File: src/rtl/modinv_pkg.sv
// Shared types for the modular-inverse engine: Gray-coded FSM states and handshake notes.
package modinv_pkg;

  localparam int unsigned ST_W = 3;

  // Handshake: any toggle on req starts an operation; ack is high exactly
  // while the FSM sits in st_idle, so a falling ack acknowledges the start
  // and a rising ack marks a valid result on tx_data/tx_ok.

  // State codes are the 3-bit Gray code of 0..5 (X ^ (X >> 1)).
  typedef enum logic [ST_W-1:0] {
    st_idle = 3'b000,
    st_load = 3'b001,
    st_test = 3'b011,
    st_sub  = 3'b010,
    st_swap = 3'b110,
    st_done = 3'b111
  } state_e;

  // Gray encoding helper, kept next to the state table it generates.
  function automatic logic [ST_W-1:0] gray(input logic [ST_W-1:0] x);
    return x ^ (x >> 1);
  endfunction

endpackage

File: src/rtl/modinv_modsub.sv
// Combinational modular subtract: z = (x - y) mod n for x, y already in [0, n).
module modsub #(
  parameter int unsigned MSB = 7
) (
  input  logic [MSB:0] x,
  input  logic [MSB:0] y,
  input  logic [MSB:0] n,
  output logic [MSB:0] z
);

  localparam int unsigned W = MSB + 1;

  logic [W:0] xe;
  logic [W:0] ye;
  logic [W:0] ne;

  // One extra bit so x + n cannot wrap before y is removed.
  assign xe = {1'b0, x};
  assign ye = {1'b0, y};
  assign ne = {1'b0, n};

  // Wrap through n only when the plain difference would go negative.
  assign z = (x >= y) ? W'(xe - ye) : W'(xe + ne - ye);

endmodule

File: src/rtl/modinv.sv
// Modular-inverse engine: d = e^-1 mod phi by subtraction-based extended Euclid.
module modinv
  import modinv_pkg::*;
#(
  parameter int unsigned MSB = 7
) (
  input  logic           rstn,
  input  logic           clk0,
  input  logic           enable,
  input  logic           req,
  output logic           ack,
  output logic [2:0]     cst,
  output logic [2:0]     nst,
  input  logic [MSB:0]   rx_data_1,
  input  logic [MSB:0]   rx_data_2,
  output logic [MSB:0]   tx_data,
  output logic           tx_ok
);

  localparam int unsigned W = MSB + 1;

  state_e         cs;
  state_e         ns;
  logic           req_d;
  logic           req_x;
  logic [W-1:0]   old_r;
  logic [W-1:0]   r;
  logic [W-1:0]   old_t;
  logic [W-1:0]   t;
  logic [W-1:0]   phi_reg;
  logic [W-1:0]   diff;
  logic [W-1:0]   t_sub;
  logic           ok_next;

  assign req_x   = req ^ req_d;
  assign diff    = old_r - r;
  assign ok_next = (old_r == W'(1)) && (phi_reg >= W'(2));

  assign ack = (cs == st_idle);
  assign cst = cs;
  assign nst = ns;

  // Coefficient update keeps old_t reduced into [0, phi).
  modsub #(.MSB(MSB)) u_modsub (
    .x (old_t),
    .y (t),
    .n (phi_reg),
    .z (t_sub)
  );

  // Next-state decode; sub repeats while another subtraction of r still fits.
  always_comb begin
    ns = st_idle;
    case (cs)
      st_idle: ns = req_x ? st_load : st_idle;
      st_load: ns = (rx_data_2 < W'(2)) ? st_done : st_test;
      st_test: begin
        if (r == '0) begin
          ns = st_done;
        end else if (old_r >= r) begin
          ns = st_sub;
        end else begin
          ns = st_swap;
        end
      end
      st_sub:  ns = (diff >= r) ? st_sub : st_swap;
      st_swap: ns = st_test;
      st_done: ns = st_idle;
      default: ns = st_idle;
    endcase
  end

  // State, request edge detector and Euclid datapath; each state's work
  // is committed on the edge that leaves it, everything frozen when enable is low.
  always_ff @(posedge clk0 or negedge rstn) begin
    if (!rstn) begin
      cs      <= st_idle;
      req_d   <= 1'b0;
      old_r   <= '0;
      r       <= '0;
      old_t   <= '0;
      t       <= '0;
      phi_reg <= '0;
      tx_data <= '0;
      tx_ok   <= 1'b0;
    end else if (enable) begin
      cs    <= ns;
      req_d <= req;
      case (cs)
        st_load: begin
          old_r   <= rx_data_2;
          r       <= rx_data_1;
          old_t   <= '0;
          t       <= W'(1);
          phi_reg <= rx_data_2;
        end
        st_sub: begin
          old_r <= diff;
          old_t <= t_sub;
        end
        st_swap: begin
          old_r <= r;
          r     <= old_r;
          old_t <= t;
          t     <= old_t;
        end
        st_done: begin
          tx_ok   <= ok_next;
          tx_data <= ok_next ? old_t : '0;
        end
        default: begin
        end
      endcase
    end
  end

endmodule
File: config.mk
export PLATFORM = sky130hd
export DESIGN_NAME = modinv
export DESIGN_NICKNAME = d
export VERILOG_FILES = /design/src/rtl/modinv_pkg.sv /design/src/rtl/modinv_modsub.sv /design/src/rtl/modinv.sv
export SDC_FILE = /design/constraint.sdc
export NUM_CORES = 1
export LEC_CHECK = 0
export CORE_MARGIN = 1.5
export CORE_UTILIZATION = 50
export CTS_CLUSTER_DIAMETER = 120
export DETAILED_ROUTE_END_ITERATION = 10
export HOLD_SLACK_MARGIN = 0.12
export PLACE_DENSITY = 0.74
export SLEW_MARGIN = 40
export SYNTH_ARGS = -nofsm -noshare
export SYNTH_HDL_FRONTEND = slang
export SYNTH_SLANG_ARGS = --single-unit
File: constraint.sdc
create_clock -name clk0 -period 2.7 [get_ports clk0]
set_clock_uncertainty 0.1 [all_clocks]
set_input_delay 0.405 -clock clk0 [delete_from_list [all_inputs] [get_ports clk0]]
set_output_delay 0.405 -clock clk0 [all_outputs]
set_load 0.005 [all_outputs]
* Word-level counts from Yosys, hierarchy flattened
Index checks and enable logic that the tools add are counted. Widths: inputs -> output; s select.
Operators by class: $add $sub $neg 4, magnitude comparators 5, equal/unequal tests 6, multiplexer cells 12, bitwise gates (word level) 1, reductions and logical operators 9
Operator list (count):
- $pmux 8 s3 | 2
- $pmux 8 s2 | 2
- $ge 8x8->1 | 3
- $sub 8x8->8 | 3
- $mux 8 | 2
- $pmux 3 s5 | 1
- $mux 3 | 4
- $add 8x8->8 | 1
- $eq 8x1->1 const B | 1
- $ge 8x2->1 const B | 1
- $logic_not 8->1 | 1
- $lt 8x2->1 const B | 1
- $reduce_and 2->1 | 4
- $eq 3x2->1 const B | 2
- $eq 3x3->1 const B | 2
- $eq 3x1->1 const B | 1
- $logic_not 3->1 | 1
- $reduce_bool 3->1 | 1
- $reduce_bool 2->1 | 1
- $logic_and 1x1->1 | 1
- $mux 1 | 1
- $xor 1x1->1 | 1
Word-level totals: bits in registers 53, bits of input ports 20, output and inout bits 16, logic and storage cells 46

* Longest topological paths before layout
depth in word-level cells 4, mapped depth 14, mapped depth without buffers 14

* By module
Synthesis repeated with hierarchy kept, for this count alone.
Unflattened totals: cells, all modules 415, area, all modules 4002.6 um2
By module, submodules not included:
- modinv | times used 1, cells each 289, area an instance 3057.9 um2, seq. area each 1326.3 um2
- modsub | times used 1, cells each 126, area an instance 944.7 um2, seq. area each 0.0 um2

* Worst setup path after synthesis
Ideal clock, no wire load.
path kind register -> output, start point reg r[0], end point out nst[2], data arrival time 2276 ps, data required time 2195 ps, setup slack -81 ps, cell stages (with the launch flop) 13, buffers on the path 0, path through dfrtp_1 > ha_1 > fa_1 > nor2b_1 > o21ai_1 > nand2b_1 > xnor2_1 > inv_1 > ha_1 > o21a_1 > nor2_1 > a211oi_2 > o21ai_0
Between the ends: word-level cells in the longest chain between the ends 4, elaborated cells between the ends (all ways) 8, those cells by class add/sub: 1; order compare: 2; mux: 4; reduce/logical: 1
Ends and longest elaborated chain:
- start, declared | line modinv.sv:27 | logic [W-1:0] r;
- start signal, assigned | line modinv.sv:92 | r <= rx_data_1;
- start signal, assigned | line modinv.sv:103 | r <= old_r;
- $sub 8x8->8 or $ge 8x8->1 (tied branches) | line modinv.sv:36, modinv.sv:60
- $ge 8x8->1 or $mux 3 (tied branches) | line modinv.sv:66, modinv.sv:60
- $mux 3 (on tied branches) | line modinv.sv:66, modinv.sv:58
- $pmux 3 s5 * | line modinv.sv:54 | case (cs)
- end, declared | line modinv.sv:13 | output logic [2:0] nst,
Every way passes the cells marked *; elsewhere a longest branch is shown, timed or not.

* Worst setup path after layout
Ends and elaborated chain as after synthesis.

==> impl_results.md <==
* Crit. Startpoint: r[0]
* Fin crit share at 119%
* Top delay family on crit path: adder cells
* Final HPWL from detailed placement at 8530 microns
* ANT cells at 0
* Worst setup SP type: flop
* Fmax at 312 MHz
* Wirelength per Cell at between 15 and 20 microns
* Fin. Hold Viols at 0
* Ys flop type: dfrtp_1
* Initial Util at 51.6%
* Final wirelength at roughly 12000 microns
* Routability congestion estimate at a little under 0.9
* Worst Tran Pin Value at 484 ps
* MaxCap Viol Count at 0
* Synthesized area at 0.00399 sq mm
* Reg2reg start: r[0]
* Layout cell share with drive strength beyond 1 at 24.5%
* Initial antenna violation count at 0
* Filler cells at 590
* WP data arrival at 2700 ps
* CP Depth at 13
* Post-route insts no fill at 656
* Die Span Y at 92.3 microns
* Clk sinks at 53
* Outcome: finished with violations
* CP endpoint kind: output port
* CTS clock-pin slew for the worst setup and hold paths at 90 ps
* Die W at 92.3 microns
* DP Area at ~0.0049 sq mm
* Relative slew slack at 67.6%
* Layout Nets at 614
* Placed cells at about 640
* DR pass1 iterations at 5
* Post-route minimum period at 3200 ps
* Crit path required time at 2190 ps
* ANT nets after route at 0
* Crit path cell chain: ha_4 > fa_2 > nor2b_1 > o21ai_1 > nand2b_1 > xnor2_2 > inv_2 > ha_4 > o21a_1 > nor2_1 > a211oi_2 > o21ai_1 > buf_2
* Reg2reg path depth at 13
* CTS H-tree lvls at 2
* Yosys warns at 0
* Num ports at 36
* CP Max Fanout at 2
* Max-slew violation count at 0
* Via count at 3834
* Hold crit path type: flop to flop
* Unique cell type count in the Yosys netlist at 64
* Vias in the first global route at 3925
* Hold_ws at a little over 400 ps
* Worst path max stage delay at 420 ps
* Setup CP Type: flop to output port
* Seq/Total Area, Yosys at 33.2%
* Mapped Avg Cell Area at 9.05 sq um
* Buf/Inv on CP at 2
* Post-synth ARST share at 100%
* CTS root buffer: clkbuf_8
* # DRC at 0
* Register area at 0.00133 sq mm
* CP max-delay cell: dfrtp_1
* Post-layout worst setup margin at -502 ps
* RSZ-0062 raised after global routing: yes
* GRT Util Overall at 28.4%
* Synthesis-to-layout area growth at 31.5%
* Setup slack, reg-to-reg at -60 ps
* Clock latency on the worst-skew pair at 320 ps
* Global-route wire length before repair at 18900 microns
* Number of buffers created by CTS at 5
* Capturing point of the worst reg2reg path: cst[2]
* Mapped Nets at 502
* #FFs+latches synth at 53
* Critical Path End: nst[2]
* Vias per Instance at approximately 6
* Finished Cell Area at about 0.0052 sq mm
* Core area at 0.00773 sq mm
* I/O Buffers at 35
* Row Count at 32
* TritonCTS clock tree: done
* Full die area at between 0.008 and 0.009 sq mm
* DRT iter0 DRCs at 276
* Final setup fails at 2
* Multi-input gate area at about 0.0025 sq mm
* Gate Count Post-Synth at 441
* Remaining global-route overflow at 0
* Worst-case clock buffer depth at 2
* Setup TNS at -566 ps
* Largest net degree at the start of global routing at 33
* EDFF count, synth at 0
* Failing checks: setup timing
stage by stage:
| stage | utilization [%] | setup slack (ps) |
|---|---|---|
| after floorplan | - | 50.0 |
| after global placement | 64.1 | -473 |
| after detailed placement | 64.1 | -549 |
| after CTS | 66.9 | -462 |
| after global routing | 67.9 | -690 |
| final | 67.9 | -502 |
area by class of cell:
type	count	share of cell area (%)
multi-input combinational	319	47.2
clock buffer	7	1.65
inverter	55	3.94
clock inverter	1	0.573
timing repair buffer	119	18.9
sequential	53	25.3
tap	102	2.43
worst reg2reg max path, cell delays in order (launching register included):
cell      delay [ps]
dfrtp_1          420
ha_4             180
fa_2             340
nor2b_1          120
o21ai_1           90
nand2b_1         160
xnor2_2          150
inv_2             80
ha_4             270
o21a_1           100
nor2_1            50
a211oi_2         230
o21ai_1          110
o32a_1           290
cell usage in the layout (no fill, tap or decap), types with 4 or more instances in the layout:
master	instances
xor2_1	7
mux2i_1	12
inv_2	5
nand2_1	49
ha_4	4
a22oi_1	4
o21ai_1	22
nor4_1	5
a21o_1	6
a22o_1	12
nor2b_1	4
a211oi_2	5
ha_1	28
nand2b_1	6
clkdlybuf4s50_1	32
xnor2_1	13
clkbuf_8	6
a21oi_1	19
inv_1	50
dfrtp_1	53
fa_1	6
buf_4	82
o21ai_0	27
nor3_1	7
nor2_1	18
cell usage after synthesis, drive strengths merged, types with 2 or more instances:
cell type / instances / share of area (%)
inv: 55 / 5.2
dfrtp: 53 / 33
o21ai: 51 / 6.8
nand2: 50 / 4.8
ha: 32 / 10
a21oi: 22 / 2.9
nor2: 21 / 2.2
xnor2: 14 / 3.1
mux2i: 13 / 3.3
a22o: 12 / 2.6
buf: 11 / 1.9
fa: 9 / 4.5
nor3: 8 / 1.1
nand2b: 7 / 1.2
xor2: 7 / 1.5
a21o: 6 / 1.1
nor4: 6 / 0.94
a211oi: 5 / 1.3
o221ai: 5 / 1.6
a22oi: 4 / 0.75
nand4: 4 / 0.78
nor2b: 4 / 0.63
a31oi: 3 / 0.47
and2: 3 / 0.47
and3: 3 / 0.47
clkbuf: 3 / 0.28
mux2: 3 / 0.85
nand3: 3 / 0.38
o21bai: 3 / 0.56
a221oi: 2 / 0.60
o31ai: 2 / 0.72
cells by family after synthesis:
group	Yosys count	share of synthesized area (%)
AO/OA/AOI/OAI	127	22.2
AND/OR/NAND/NOR	114	14.0
buffers and inverters	69	7.34
flip-flops	53	33.2
adder cells (fa/ha/maj)	41	14.5
XOR/XNOR	21	4.61
multiplexers	16	4.11
worst min path at each step:
stage / start / end / slack [ps] / cells past startpoint
3_5_place_dp: tx_ok / tx_ok / 390 / 1
3_3_place_gp: tx_ok / tx_ok / 360 / 1
4_1_cts: tx_ok / tx_ok / 410 / 1
2_1_floorplan: rstn / cst[0] / 9 / 0
6_report: tx_ok / tx_ok / 400 / 1
5_1_grt: tx_ok / tx_ok / 430 / 1
metal layers:
metal	track usage (%)	share of wire [%]	wire, microns	vias to the layer above
li1	-	-	-	1770
met1	37.9	43	5060	1853
met2	45.4	46	5350	161
met3	4.35	6.0	700	50
met4	12.8	4.8	556	0
met5	0	0	0	-
timing repair:
action	in CTS	in global routing
buffers inserted	7	2
gates resized for setup	12	13
hold buffers	1	0
endpoints found under the setup margin	4	8
gates cloned	0	0
pin swaps	9	9
endpoints found under the hold margin	30	0
Power is not shown: default switching activity piles up to over one toggle a cycle in this logic, so the estimate is an artifact.
